File: src/rtl/addsub_block_accum_if.sv
// Handshake bundle between the add/sub result stream, the block accumulator
// and the block-total consumer.
interface addsub_block_accum_if #(
  parameter int WIDTH     = 32,
  parameter int ACC_WIDTH = 40,
  parameter int CNT_W     = 17
);
  logic                 in_valid;
  logic                 in_ready;
  logic [WIDTH-1:0]     in_data;
  logic                 flush;
  logic                 out_valid;
  logic                 out_ready;
  logic [ACC_WIDTH-1:0] out_sum;
  logic [CNT_W-1:0]     out_count;
  logic                 out_ovf;

  modport master (
    output in_valid, in_data, flush, out_ready,
    input  in_ready, out_valid, out_sum, out_count, out_ovf
  );

  modport slave (
    input  in_valid, in_data, flush, out_ready,
    output in_ready, out_valid, out_sum, out_count, out_ovf
  );
endinterface

File: src/rtl/addsub_block_accum.sv
// Sums BLOCK_LEN signed samples (or fewer on flush) and hands each block total,
// its sample count and a sticky overflow flag to the consumer.
module addsub_block_accum #(
  parameter int WIDTH     = 32,
  parameter int ACC_WIDTH = 40,
  parameter int BLOCK_LEN = 16,
  parameter int CNT_W     = 17
) (
  input  logic clk,
  input  logic rst,
  addsub_block_accum_if.slave bus
);
  typedef enum logic [1:0] {IDLE, ACCUM, DONE} state_t;

  localparam logic [CNT_W-1:0] BLK = CNT_W'(BLOCK_LEN);

  state_t               state, state_nx;
  logic [ACC_WIDTH-1:0] acc, acc_nx;
  logic [CNT_W-1:0]     cnt, cnt_nx;
  logic                 ovf, ovf_nx;
  logic                 ov_q, ov_nx;
  logic [ACC_WIDTH-1:0] os_q, os_nx;
  logic [CNT_W-1:0]     oc_q, oc_nx;
  logic                 oo_q, oo_nx;

  logic                 accept, close, add_ovf;
  logic [ACC_WIDTH-1:0] sext, sum;

  assign bus.in_ready  = rst && (state != DONE);
  assign bus.out_valid = ov_q;
  assign bus.out_sum   = os_q;
  assign bus.out_count = oc_q;
  assign bus.out_ovf   = oo_q;

  assign accept = bus.in_valid && bus.in_ready;
  assign sext   = {{(ACC_WIDTH-WIDTH){bus.in_data[WIDTH-1]}}, bus.in_data};
  assign sum    = acc + sext;
  // Signed overflow: like-signed operands producing a result of the other sign.
  assign add_ovf = (acc[ACC_WIDTH-1] == sext[ACC_WIDTH-1]) &&
                   (sum[ACC_WIDTH-1] != acc[ACC_WIDTH-1]);

  always_ff @(posedge clk) begin
    if (!rst) begin
      state <= IDLE;
      acc   <= '0;
      cnt   <= '0;
      ovf   <= 1'b0;
      ov_q  <= 1'b0;
      os_q  <= '0;
      oc_q  <= '0;
      oo_q  <= 1'b0;
    end else begin
      state <= state_nx;
      acc   <= acc_nx;
      cnt   <= cnt_nx;
      ovf   <= ovf_nx;
      ov_q  <= ov_nx;
      os_q  <= os_nx;
      oc_q  <= oc_nx;
      oo_q  <= oo_nx;
    end
  end

  always_comb begin
    state_nx = state;
    acc_nx   = acc;
    cnt_nx   = cnt;
    ovf_nx   = ovf;
    ov_nx    = ov_q;
    os_nx    = os_q;
    oc_nx    = oc_q;
    oo_nx    = oo_q;
    close    = 1'b0;
    case (state)
      IDLE: begin
        // A flush without a sample is dropped so empty blocks never appear.
        if (accept) begin
          acc_nx   = sext;
          cnt_nx   = CNT_W'(1);
          ovf_nx   = 1'b0;
          state_nx = ACCUM;
          close    = bus.flush;
        end
      end
      ACCUM: begin
        if (accept) begin
          acc_nx = sum;
          cnt_nx = cnt + CNT_W'(1);
          ovf_nx = ovf | add_ovf;
        end
        close = bus.flush || (accept && (cnt_nx == BLK));
      end
      DONE: begin
        if (ov_q && bus.out_ready) begin
          ov_nx    = 1'b0;
          acc_nx   = '0;
          cnt_nx   = '0;
          ovf_nx   = 1'b0;
          state_nx = IDLE;
        end
      end
      default: state_nx = IDLE;
    endcase
    // Result registers capture the post-update totals of the closing cycle.
    if (close) begin
      ov_nx    = 1'b1;
      os_nx    = acc_nx;
      oc_nx    = cnt_nx;
      oo_nx    = ovf_nx;
      state_nx = DONE;
    end
  end
endmodule
File: src/flat_wrapper.sv
// flat-port wrapper written by rule: the top's interface ports become plain ports
module addsub_block_accum_flat 
#(
  parameter int WIDTH     = 32,
  parameter int ACC_WIDTH = 40,
  parameter int BLOCK_LEN = 16,
  parameter int CNT_W     = 17
)
  (clk, rst, bus_in_valid, bus_in_data, bus_flush, bus_out_ready, bus_in_ready, bus_out_valid, bus_out_sum, bus_out_count, bus_out_ovf);
  addsub_block_accum_if #(.WIDTH(WIDTH), .ACC_WIDTH(ACC_WIDTH), .CNT_W(CNT_W)) bus_i ();
  input  logic clk;
  input  logic rst;
  input wire logic [$bits(bus_i.in_valid)-1:0] bus_in_valid;
  input wire logic [$bits(bus_i.in_data)-1:0] bus_in_data;
  input wire logic [$bits(bus_i.flush)-1:0] bus_flush;
  input wire logic [$bits(bus_i.out_ready)-1:0] bus_out_ready;
  output wire logic [$bits(bus_i.in_ready)-1:0] bus_in_ready;
  output wire logic [$bits(bus_i.out_valid)-1:0] bus_out_valid;
  output wire logic [$bits(bus_i.out_sum)-1:0] bus_out_sum;
  output wire logic [$bits(bus_i.out_count)-1:0] bus_out_count;
  output wire logic [$bits(bus_i.out_ovf)-1:0] bus_out_ovf;
  assign bus_i.in_valid = bus_in_valid;
  assign bus_i.in_data = bus_in_data;
  assign bus_i.flush = bus_flush;
  assign bus_i.out_ready = bus_out_ready;
  assign bus_in_ready = bus_i.in_ready;
  assign bus_out_valid = bus_i.out_valid;
  assign bus_out_sum = bus_i.out_sum;
  assign bus_out_count = bus_i.out_count;
  assign bus_out_ovf = bus_i.out_ovf;
  addsub_block_accum #(.WIDTH(WIDTH), .ACC_WIDTH(ACC_WIDTH), .BLOCK_LEN(BLOCK_LEN), .CNT_W(CNT_W)) u_core (.clk(clk), .rst(rst), .bus(bus_i));
endmodule
File: config.mk
export PLATFORM = sky130hd
export DESIGN_NAME = addsub_block_accum_flat
export DESIGN_NICKNAME = d
export VERILOG_FILES = /design/src/rtl/addsub_block_accum_if.sv /design/src/rtl/addsub_block_accum.sv /design/src/flat_wrapper.sv
export SDC_FILE = /design/constraint.sdc
export NUM_CORES = 1
export LEC_CHECK = 0
export ABC_AREA = 1
export CORE_ASPECT_RATIO = 0.8
export CORE_UTILIZATION = 47
export DETAILED_ROUTE_END_ITERATION = 8
export PLACE_DENSITY = 0.69
export SETUP_SLACK_MARGIN = 0.2
export SYNTH_ARGS = -nofsm -noshare
export SYNTH_HDL_FRONTEND = slang
export SYNTH_SLANG_ARGS = --single-unit
File: constraint.sdc
create_clock -name clk -period 5.13 [get_ports clk]
set_input_delay 0.513 -clock clk [delete_from_list [all_inputs] [get_ports clk]]
set_output_delay 0.513 -clock clk [all_outputs]
set_load 0.1 [all_outputs]
After elaboration in Yosys (flattened, before gate mapping)
Index checks and enable logic that the tools add are counted.
{ "classes": {"addsub": 2, "n_eq_ne": 11, "bitwise_logic": 3, "n_mux": 22, "n_reduce_logical": 13} }
{ "ops": {"columns": ["cell", "n"], "rows": [
  ["two-way mux 40 bit", 3],
  ["case mux 40 bit (3 select lines)", 1],
  ["two-way mux 17 bit", 4],
  ["case mux 17 bit (3 select lines)", 1],
  ["adder 40 bit", 1],
  ["adder 17 x 1 -> 17 bit, second input constant", 1],
  ["equality test 17 x 5 -> 1 bit, second input constant", 1],
  ["two-way mux 1 bit", 7],
  ["two-way mux 2 bit", 3],
  ["inequality test 2 x 1 -> 1 bit, second input constant", 3],
  ["inequality test 3 x 1 -> 1 bit, second input constant", 2],
  ["case mux 2 bit (3 select lines)", 1],
  ["AND reduction 3 bit", 2],
  ["logical AND 1 bit", 5],
  ["nonzero test 2 bit", 2],
  ["case mux 1 bit (3 select lines)", 1],
  ["equality test 2 x 1 -> 1 bit, second input constant", 1],
  ["equality test 2 bit, second input constant", 1],
  ["zero test 2 bit", 1],
  ["inequality test 2 bit, second input constant", 1],
  ["inverter 1 bit", 2],
  ["case mux 1 bit (2 select lines)", 1],
  ["AND reduction 2 bit", 1],
  ["OR reduction 2 bit", 1],
  ["4 further kinds", 4]
]} }
{ "word_totals": {"in_bits": 37, "reg_bits": 119, "out_inout_bits": 60} }

Logic depth before layout (Yosys ltp)
Gate-level depths: netlist (run 1).
{ "depth": {"ltp_word": 11, "ltp_mapped": 20, "ltp_nobuf": 19} }

Worst setup path after synthesis (run 1)
No wires, ideal clock.
{ "synth_path": {"path_type": "in2reg", "start": "in bus_in_valid", "end": "reg u_core.oc_q[3], in the netlist u_core.bus.out_count[3]", "cell_stages": 17, "arrival_ps": 2505, "setup_slack_ps": 2544, "cell_sequence": "nand3_4 > buf_2 > buf_1 > ha_1 > nor3_1 > nand3_1 > nor2_1 > nand2_1 > nor2_1 > nand2_1 > nand2_1 > nand2_1 > nand2_2 > buf_6 > buf_6 > nor2_1 > a211oi_2"} }
{ "synth_between": {"elab_chain_cells": 7} }
{ "synth_rtl": {"columns": ["item", "line_no", "text"], "rows": [
  ["from (decl)", "flat_wrapper.sv:13", "input wire logic [$bits(bus_i.in_valid)-1:0] bus_in_valid;"],
  ["logical AND 1 bit (*)", "addsub_block_accum.sv:35", "assign accept = bus.in_valid && bus.in_ready;"],
  ["two-way mux 17 bit", "addsub_block_accum.sv:86", "if (accept) begin"],
  ["two-way mux 17 bit", "addsub_block_accum.sv:74", "case (state)"],
  ["equality test 17 x 5 -> 1 bit", "addsub_block_accum.sv:91", "close = bus.flush || (accept && (cnt_nx == BLK));"],
  ["logical AND 1 bit", "addsub_block_accum.sv:91", null],
  ["logical OR 1 bit", "addsub_block_accum.sv:91", null],
  ["case mux 1 bit (2 select lines)", "addsub_block_accum.sv:74", null],
  ["to (signal assigned)", "addsub_block_accum.sv:59", "oc_q <= oc_nx;"],
  ["to (decl)", "addsub_block_accum.sv:23", "logic [CNT_W-1:0] oc_q, oc_nx;"]
]} }
Every way passes the cells marked *; elsewhere a longest branch is shown, timed or not. The select of a mux whose other input is x is not followed.
A chain may end at the register's enable or synchronous reset.

Final worst setup path (run 1)
{ "layout_path": {"start": "in bus_in_data[0]", "end": "reg u_core.os_q[30], in the netlist u_core.bus.out_sum[30]"} }
{ "layout_between": {"elab_chain_cells": 3} }
{ "layout_rtl": {"columns": ["item", "line_no", "text"], "rows": [
  ["from (decl)", "flat_wrapper.sv:14", "input wire logic [$bits(bus_i.in_data)-1:0] bus_in_data;"],
  ["adder 40 bit", "addsub_block_accum.sv:37", "assign sum = acc + sext;"],
  ["two-way mux 40 bit", "addsub_block_accum.sv:86", null],
  ["case mux 40 bit (3 select lines)", "addsub_block_accum.sv:74", null],
  ["to (signal assigned)", "addsub_block_accum.sv:58", "os_q <= os_nx;"],
  ["to (decl)", "addsub_block_accum.sv:22", "logic [ACC_WIDTH-1:0] os_q, os_nx;"]
]} }
No other way between the ends.

==> results of run 1 <==
==> area by class of cell <==
class	count	share of cell area
Inverter	145	0.0535
Clock buffer	17	0.0418
Timing Repair Buffer	113	0.107
Sequential cell	119	0.234
Clock inverter	15	0.0154
Multi-Input combinational cell	1030	0.520
Tap cell	225	0.0277
==> worst paths after layout <==
| check | cells past startpoint | startpoint | to |
|---|---|---|---|
| hold / removal | 2 | u_core.bus.out_sum[10]$_SDFFE_PN0P_ | u_core.bus.out_sum[10]$_SDFFE_PN0P_ |
| setup reg to reg | 17 | u_core.state[0]$_SDFFE_PP0P_ | u_core.bus.out_sum[32]$_SDFFE_PN0P_ |
| hold reg to reg | 2 | u_core.bus.out_sum[10]$_SDFFE_PN0P_ | u_core.bus.out_sum[10]$_SDFFE_PN0P_ |
| setup / recovery | 16 | bus_in_data[0] | u_core.bus.out_sum[30]$_SDFFE_PN0P_ |
==> cell families after synthesis <==
family | after synthesis | synth area share
AO/OA/AOI/OAI | 408 | 0.276
AND/OR/NAND/NOR | 576 | 0.279
flip-flops | 119 | 0.281
XOR/XNOR | 4 | 0.00413
adder cells (fa/ha/maj) | 42 | 0.0628
buffers and inverters | 202 | 0.0973
==> worst max-delay path, cell delays in order <==
cell	delay, ps
clkdlybuf4s50_1	490
ha_1	230
inv_1	70
fa_1	360
inv_1	90
nand3_1	70
nand2_1	170
a21oi_1	150
o21ai_0	650
nand3_1	270
nand3_1	140
nand2_1	50
o21ai_0	220
nand3_1	90
o21ai_0	140
a21oi_1	110
==> sequential cells by signal, summed over array words and instances, names as in the netlist <==
signal                cells
u_core.state              2
u_core.bus.out_sum       40
u_core.bus.out_count     17
u_core.acc               40
u_core.bus.out_ovf        1
u_core.bus.out_valid      1
u_core.cnt               17
u_core.ovf                1
==> through the flow <==
step	std cells	power [uW]	setup slack, ps	cell area, sq um
finish	1664	3640	1610	10200
global route	1664	3810	1310	10200
CTS	1664	3630	1700	10200
detailed placement	1632	2440	1280	9590
global placement	1632	2430	1270	9590
floorplan	1351	2070	2540	8490
==> layout by cell type, fill, tap and decap left out, types with 4 or more instances in the layout <==
cell type / netlist / final
o21ai_0: 150 / 150
a21o_1: 4 / 4
nor3_1: 10 / 10
a2bb2oi_1: 4 / 4
inv_8: 0 / 5
o21a_1: 10 / 10
clkbuf_16: 0 / 17
buf_4: 1 / 17
clkdlybuf4s50_1: 0 / 96
dfxtp_1: 119 / 119
o211ai_1: 7 / 7
nor2_2: 3 / 5
a22oi_1: 4 / 4
ha_1: 41 / 41
nand2_1: 292 / 292
nand3_1: 74 / 74
nand4_1: 14 / 14
o22ai_1: 4 / 4
inv_1: 140 / 140
inv_2: 4 / 4
o21ai_1: 16 / 16
nor2_1: 168 / 166
a221oi_1: 14 / 14
a21oi_1: 156 / 156
a21boi_0: 4 / 4
a211oi_2: 10 / 10
==> where the power goes <==
| part | switching [uW] | internal [uW] | leakage, uW |
|---|---|---|---|
| Sequential | 67.8 | 1010 | 0.000973 |
| Clock | 542 | 648 | 0.000280 |
| Combinational | 997 | 373 | 0.00304 |
==> metal layers <==
layer,share of wire,vias to the layer above
met5,0,-
li1,-,4722
met1,0.47,4416
met3,0.082,50
met2,0.43,377
met4,0.022,0
==> metrics.txt, run 1 <==
outcome finished, violations left; failing checks design-rule violations; largest net degree at the start of global routing 52; worst-skew pair later-pin latency 430 ps; die area 18600 sq um; clock sink total 119; met1 usage 0.457; Routed WL 30.4 mm; syn avg cell area 6.28 sq um; Synth cell types 52; Die H 122 um; GP Congestion 0.949; DR DRC count 6; Synth Net Count 1430; number of I/O port buffers 96; pwr dens 358 nW/um^2; Hold Crit Class flip-flop to flip-flop; top-area cell type share of the netlist area 0.281; Worst EP required 5430 ps; Worst Setup End Kind flip-flop; Initial DRT Pass Iterations 8; top cells by count, synth nand2_1 (292), nor2_1 (168), a21oi_1 (156); cts repair resizes 0; IO Pins 97; WL/cell 18.3 um; FF+latch area 2380 sq um; setup TNS 0 ps; Nets 1505; Final Max Tran Viols 0; All-Layer GR Usage 0.331; async set-reset flop share out of synthesis 0; grt met2 use 0.515; H-tree levels 4; CP Data Arrival Time 3820 ps; Yosys reg bits 119; vias in the first global route 8793; Fillers 1758; cell taking the most area after synthesis dfxtp_1; worst slew pin tran 1010 ps; Clk pin slew, worst setup/hold paths 60 ps; antenna cell count 0; min Tclk post-route 3520 ps; maxcap violations 0; root buffer cell clkbuf_16; FP Rows 43; Fmax 284 MHz; leakage power 0.00429 uW; clk buf depth 2; Slew HR 0.326; RSZ-0062 raised after global routing no; die width 152 um; DRT iter0 DRCs 803; via count 9565; cell with the most instances after synthesis nand2_1; share of cells above drive strength 1 0.0563; post-synthesis sequential area ratio 0.281; grt peak-use layer met2; post-DR vias/cell 5.75; Syn Inst Count 1351; Overflow after GRT 0; Period Utilization, post-route 0.686; first-pass GRT wire length 47.5 mm; DP HPWL 22.3 mm; reg-to-reg slack, setup 1740 ps; Area contributors post-synth dfxtp_1 (28%), nand2_1 (13%), a21oi_1 (9.2%); post-CTS setup buffer count 0; Startpoint Class input port; DRT antenna net count 0; hold_buf cts 0; VDD IR max 0.000199 V; final clock skew 10.3 ps; met3 usage in global routing 0.0669; crit path max fanout 5; top_reg_cell synth dfxtp_1; Num CTS Buffers 17; Core Util, Final 0.582; TritonCTS clock tree yes; final hold vios 0; Core Region 17500 sq um; Initial Util 0.485; final setup vio count 0; Synth Cell Area 8490 sq um; area grow syn2layout 19.8%; synth warn 0; initial antenna violation count 0; area of the multi-input gates 5290 sq um; EDFF count, synth 0; CP Class input port to flip-flop; hold slack 475 ps
(Power assumes the default switching activity.)
==> run 2, diff against run 1 <==
--- a/config.mk
+++ b/config.mk
@@ -9,7 +9,7 @@
 export CORE_ASPECT_RATIO = 0.8
 export CORE_UTILIZATION = 47
 export DETAILED_ROUTE_END_ITERATION = 8
-export PLACE_DENSITY = 0.69
+export PLACE_DENSITY = 0.71
 export SETUP_SLACK_MARGIN = 0.2
 export SYNTH_ARGS = -nofsm -noshare
 export SYNTH_HDL_FRONTEND = slang
==> constraint.sdc (replaced) <==
create_clock -name clk -period 2.9 [get_ports clk]
set_input_delay 0.29 -clock clk [delete_from_list [all_inputs] [get_ports clk]]
set_output_delay 0.29 -clock clk [all_outputs]
set_load 0.1 [all_outputs]
==> run 2 against run 1 <==
Net effect:
- the flow still finishes with violations (design-rule violations)
- wire length rose by 6.9%
- count of clock-buffer cells in the layout did not move
- clock skew rose by 11 ps
- largest cell class unchanged
==> metrics.txt, run 2 (synthesis results as in run 1) <==
outcome finished, violations left; failing checks design-rule violations; Fillers 1659 (-5.6%); met3 usage in global routing 0.0711 (+0.00427); origin of the critical flop-to-flop path u_core.cnt[0]$_SDFF_PN0_; DR DRC count 6 (unchanged); most frequent cells in the layout nand2_1 (283), nor2_1 (160), a21oi_1 (151); die area 18600 sq um (unchanged); vias in the first global route 9074 (+3.2%); Critical path origin u_core.cnt[0]$_SDFF_PN0_; antenna cell count 0 (unchanged); Core Region 17500 sq um (unchanged); area grow syn2layout 27.8%; Clk pin slew, worst setup/hold paths 70 ps (about the same); min Tclk post-route 2600 ps; Worst Setup End Kind flip-flop; Fmax 384 MHz; Worst EP required 3200 ps (-2230 ps); FF-to-FF End u_core.bus.out_sum[11]$_SDFFE_PN0P_; DP HPWL 23.2 mm (+4.0%); post-DR vias/cell 5.72 (-0.52%); Overflow after GRT 0 (unchanged); H-tree levels 4 (unchanged); Die H 122 um (unchanged); FP Rows 43 (unchanged); Setup crit end u_core.bus.out_sum[11]$_SDFFE_PN0P_; final setup vio count 0 (unchanged); IO Pins 97 (unchanged); leakage power 0.00486 uW (+13%); Routed WL 32.5 mm (+6.9%); DRT iter0 DRCs 1043 (+30%); Num CTS Buffers 17 (unchanged); number of I/O port buffers 96 (unchanged); PnR worst setup slack 296 ps (-1310 ps); Pwr Total 6720 uW (+85%); hold path startpoint u_core.bus.out_sum[15]$_SDFFE_PN0P_; worst-skew pair later-pin latency 450 ps (+20 ps); Initial DRT Pass Iterations 8 (unchanged); clk buf depth 2 (unchanged); maxcap violations 0 (unchanged); Final Max Tran Viols 0 (unchanged); r2r worst-path depth 18 (+1); first-pass GRT wire length 49.0 mm (+3.1%); worst slew pin tran 728 ps (-279 ps); initial antenna violation count 0 (unchanged); RSZ-0062 raised after global routing yes; met1 usage 0.469 (+0.0118); CP Data Arrival Time 2900 ps (-920 ps); final hold vios 0 (unchanged); TritonCTS clock tree yes; final clock skew 20.9 ps (+10.6 ps); root buffer cell clkbuf_16; die width 152 um (unchanged); All-Layer GR Usage 0.343 (+0.0113); Final Instance Area 10800 sq um (+6.7%); grt peak-use layer met2; Initial Util 0.485 (unchanged); Startpoint Class flip-flop; Finished Layout Cells 1746 (+4.9%); hold_buf cts 0 (unchanged); via count 9984 (+4.4%); crit path max fanout 8 (+3); Post-Place Cells 1710 (+4.8%); GP Congestion 1.02 (+7.4%); Slew HR 0.514 (+0.187); Hold Crit Class flip-flop to flip-flop; DP Area 10100 sq um (+5.1%); hold path depth 1 (-1); DRT antenna net count 0 (unchanged); CP Class flip-flop to flip-flop; Core Util, Final 0.620 (+0.0389); Nets 1587 (+5.4%); commonest non-fill, non-tap cell in the layout nand2_1; reg-to-reg slack, setup 300 ps (-1440 ps); grt met2 use 0.535 (+0.0199); clock sink total 119 (unchanged); WL/cell 18.6 um (+1.9%); dpl ws -111 ps (-1390 ps); pwr dens 620 nW/um^2 (+73%); share of cells above drive strength 1 0.167 (+0.111); Period Utilization, post-route 0.898; VDD IR max 0.000390 V (+96%); largest net degree at the start of global routing 50 (-3.8%)
-- run 2: changes by cell type in the layout (fill, tap and decap cells not counted), moves of 7 or more --
cell,delta
nand2_2,+8
clkdlybuf4s50_1,-61
o21ai_0,-7
nand2_1,-9
o21ai_1,+7
buf_4,+133
-- run 2: critical path: stages (launching register included) --
cell and delay, ps:
dfxtp_2 400, ha_2 240, inv_1 100, o21ai_1 140, nand2_1 60, nand2_1 50, nand2_1 70, inv_2 50
nand3_1 130, nor2_2 190, nand2_1 70, nor2_1 80, nand2_1 50, nand2_1 90, nand2_4 90, nand2_8 190
clkinvlp_4 260, nand2_1 120, a21oi_1 60
-- run 2: worst min-delay path by stage --
stage | end
after detailed placement | u_core.bus.out_sum[10]$_SDFFE_PN0P_
after floorplan | u_core.acc[4]$_SDFF_PN0_
after global routing | u_core.bus.out_sum[15]$_SDFFE_PN0P_
after CTS | u_core.bus.out_sum[10]$_SDFFE_PN0P_
final | u_core.bus.out_sum[15]$_SDFFE_PN0P_
after global placement | u_core.bus.out_sum[15]$_SDFFE_PN0P_
-- run 2: cell type report --
class / instances / area, sq um / share of cell area
multi-input cells: 1031 / 5390 / 0.497
flip-flops and latches: 119 / 2390 / 0.220
repair buffers: 194 / 1660 / 0.153
inverters: 145 / 548 / 0.0505
clock buffers: 17 / 425 / 0.0392
well taps: 225 / 282 / 0.0259
clock inverters: 15 / 154 / 0.0142
-- run 2: metrics by stage --
stage / TNS [ps] / hold slack [ps]
2_1_floorplan: 0 / 501
3_3_place_gp: -383 / 459
3_5_place_dp: -775 / 464
4_1_cts: 0 / 475
5_1_grt: 0 / 498
6_report: 0 / 477
-- run 2: power breakdown --
part           internal (uW)  leakage [uW]  switching [uW]
Combinational            817       0.00361            1830
Sequential              1790      0.000975             124
Clock                   1150      0.000279            1010
Total                   3760       0.00486            2970
-- run 2: per-layer routing --
layer	wire length (um)	share of wire	up-vias
met5	0	0	-
met4	811	0.025	0
li1	-	-	4878
met2	13900	0.43	474
met3	3370	0.10	57
met1	14400	0.44	4575
-- run 2: timing repair --
item | in CTS | in global routing
endpoints found under the setup margin | 0 | 76
setup buffers | 0 | 0
resized for setup | 0 | 46
==> run 3, diff against run 2 <==
--- a/config.mk
+++ b/config.mk
@@ -9,7 +9,8 @@
 export CORE_ASPECT_RATIO = 0.8
 export CORE_UTILIZATION = 47
 export DETAILED_ROUTE_END_ITERATION = 8
-export PLACE_DENSITY = 0.71
+export HOLD_SLACK_MARGIN = 0.02
+export PLACE_DENSITY_LB_ADDON = 0.08
 export SETUP_SLACK_MARGIN = 0.2
 export SYNTH_ARGS = -nofsm -noshare
 export SYNTH_HDL_FRONTEND = slang
==> run 3 against run 2 <==
Net effect:
- via count fell by 0.87%
- critical path depth did not move
- largest power group unchanged
- first-iteration DRC count fell by 1.6%
- the flow still finishes with violations (design-rule violations)
- cell count fell by 0.23%
- design area rose by 1.0%
- clock skew fell by 5.0 ps
- register-to-register slack improved by 30 ps
- non-clock buffer count fell by 4
- wire length fell by 2.0%
- power rose by 0.11%
- combinational power barely moved
==> metrics.txt, run 3 (synthesis results as in run 1) <==
outcome finished, violations left; failing checks design-rule violations; commonest non-fill, non-tap cell in the layout nand2_1; die area 18600 sq um (unchanged); Core Region 17500 sq um (unchanged); Initial Util 0.485 (unchanged); Clk pin slew, worst setup/hold paths 60 ps (about the same); IO Pins 97 (unchanged); clock sink total 119 (unchanged); maxcap violations 0 (unchanged); Critical path origin u_core.cnt[2]$_SDFF_PN0_; hold_buf cts 0 (unchanged); PnR worst setup slack 328 ps (+32.5 ps); first-pass GRT wire length 47.7 mm (-2.6%); Routed WL 31.8 mm (-2.0%); die width 152 um (unchanged); worst slew pin tran 644 ps (-84.4 ps); DR DRC count 6 (unchanged); CP Class flip-flop to flip-flop; final setup vio count 0 (unchanged); Initial DRT Pass Iterations 8 (unchanged); Startpoint Class flip-flop; Num CTS Buffers 17 (unchanged); crit path max fanout 14 (+6); pwr dens 614 nW/um^2 (-0.92%); final hold vios 0 (unchanged); Die H 122 um (unchanged); Hold Crit Class flip-flop to flip-flop; clk buf depth 2 (unchanged); vias in the first global route 8741 (-3.7%); clock power share 0.318 (-0.003); largest net degree at the start of global routing 57 (+14%); WL/cell 18.3 um (-1.8%); DRT iter0 DRCs 1026 (-1.6%); setup TNS 0 ps (unchanged); H-tree levels 4 (unchanged); origin of the critical flop-to-flop path u_core.cnt[2]$_SDFF_PN0_; share of cells above drive strength 1 0.167 (+0.000440); Overflow after GRT 0 (unchanged); area grow syn2layout 29.1%; TritonCTS clock tree yes; leakage power 0.00486 uW (about the same); share of power burned in registers 0.284 (about the same); initial antenna violation count 0 (unchanged); GP Congestion 1.01 (-1.2%); Worst EP required 3230 ps (+30 ps); All-Layer GR Usage 0.333 (-0.0101); CP Data Arrival Time 2900 ps (about the same); FP Rows 43 (unchanged); Period Utilization, post-route 0.887 (-0.0112); antenna cell count 0 (unchanged); worst-skew pair later-pin latency 440 ps (about the same); Psw 2950 uW (-0.66%); P_int 3780 uW (+0.72%); Setup crit end u_core.bus.out_sum[15]$_SDFFE_PN0P_; post-DR vias/cell 5.68 (-0.64%); root buffer cell clkbuf_16; final clock skew 15.9 ps (-5.02 ps); VDD IR max 0.000388 V (-0.38%); Final Max Tran Viols 0 (unchanged); DP HPWL 22.4 mm (-3.4%); Logic pwr share 0.398 (+0.004); most frequent cells in the layout nand2_1 (287), nor2_1 (159), a21oi_1 (155); min Tclk post-route 2570 ps (-32.5 ps); dpl ws -78.2 ps (+33.1 ps); FF-to-FF End u_core.bus.out_sum[15]$_SDFFE_PN0P_; Switching Fraction 0.438 (-0.00339); Slew HR 0.566 (+0.0525); reg-to-reg slack, setup 330 ps (+30 ps); Worst Setup End Kind flip-flop; Fmax 389 MHz (+1.3%); number of I/O port buffers 96 (unchanged); Core Util, Final 0.627 (+0.00644); r2r worst-path depth 18 (unchanged); DRT antenna net count 0 (unchanged); RSZ-0062 raised after global routing no; via count 9897 (-0.87%); Nets 1583 (-0.25%)
-- run 3: changes by cell type in the layout (fill, tap and decap cells not counted), sizes merged --
cell / change
buf: -5
clkbuf: +1
clkinv: +1
inv: -1
nand2: -1
nand3: +1
-- run 3: cell type report --
type                    instances  area, sq um
clock inverters                15          151
flip-flops and latches        119         2400
multi-input cells            1031         5460
well taps                     225          282
inverters                     145          548
clock buffers                  17          425
fillers                      1658         6520
repair buffers                190         1700
-- run 3: power by group through the flow --
stage / clock (uW) / combinational [uW] / sequential (uW)
final: 2140 / 2680 / 1910
after CTS: 2140 / 2510 / 1910
after floorplan: 0 / 1160 / 2500
after global placement: 0 / 2490 / 1940
after detailed placement: 0 / 2500 / 1940
after global routing: 2220 / 2890 / 1930
-- run 3: what timing repair did --
action                     CTS  global route
resized for setup            0            54
buffers inserted             0             9
setup endpoints to repair    0            78
-- run 3: critical path: stages (launching register included) --
cell       delay [ps]
dfxtp_2           430
nand2_2           140
nor2_1            130
nand2_1           150
inv_1             120
nor2_1             40
o21ai_1           110
nand2_1            90
nor2_1             90
nand2_1            60
nor2_1            130
nand2_1            70
nand2_1            50
nand2_1            90
nand2_4           270
buf_12            150
clkbuf_16         150
a21oi_1            70
o21a_1            110
-- run 3: layer usage --
layer / up-vias / track usage / part of all wire / wire, um
li1: 4873 / - / - / -
met2: 468 / 0.497 / 0.41 / 13200
met1: 4489 / 0.468 / 0.46 / 14800
met4: 0 / 0.145 / 0.033 / 1040
met5: - / 0 / 0 / 0
met3: 67 / 0.0576 / 0.090 / 2860
-- run 3: worst min path at each step --
| stage | depth (start not counted) | slack, ps | to | startpoint |
|---|---|---|---|---|
| 6_report | 2 | 470 | u_core.bus.out_sum[11]$_SDFFE_PN0P_ | u_core.bus.out_sum[11]$_SDFFE_PN0P_ |
| 5_1_grt | 2 | 510 | u_core.bus.out_sum[17]$_SDFFE_PN0P_ | u_core.bus.out_sum[17]$_SDFFE_PN0P_ |
| 4_1_cts | 2 | 470 | u_core.bus.out_sum[11]$_SDFFE_PN0P_ | u_core.bus.out_sum[11]$_SDFFE_PN0P_ |
| 3_5_place_dp | 2 | 460 | u_core.bus.out_sum[11]$_SDFFE_PN0P_ | u_core.bus.out_sum[11]$_SDFFE_PN0P_ |
| 3_3_place_gp | 2 | 470 | u_core.bus.out_sum[10]$_SDFFE_PN0P_ | u_core.bus.out_sum[10]$_SDFFE_PN0P_ |
| 2_1_floorplan | 2 | 500 | u_core.acc[4]$_SDFF_PN0_ | u_core.acc[4]$_SDFF_PN0_ |
-- run 3: through the flow --
| step | total power, uW | instance area, sq um | hold slack [ps] | cells |
|---|---|---|---|---|
| 2_1_floorplan | 3660 | 8490 | 501 | 1351 |
| 3_3_place_gp | 4430 | 9960 | 467 | 1694 |
| 3_5_place_dp | 4440 | 9960 | 464 | 1694 |
| 4_1_cts | 6560 | 10500 | 475 | 1726 |
| 5_1_grt | 7040 | 11000 | 506 | 1742 |
| 6_report | 6730 | 11000 | 474 | 1742 |
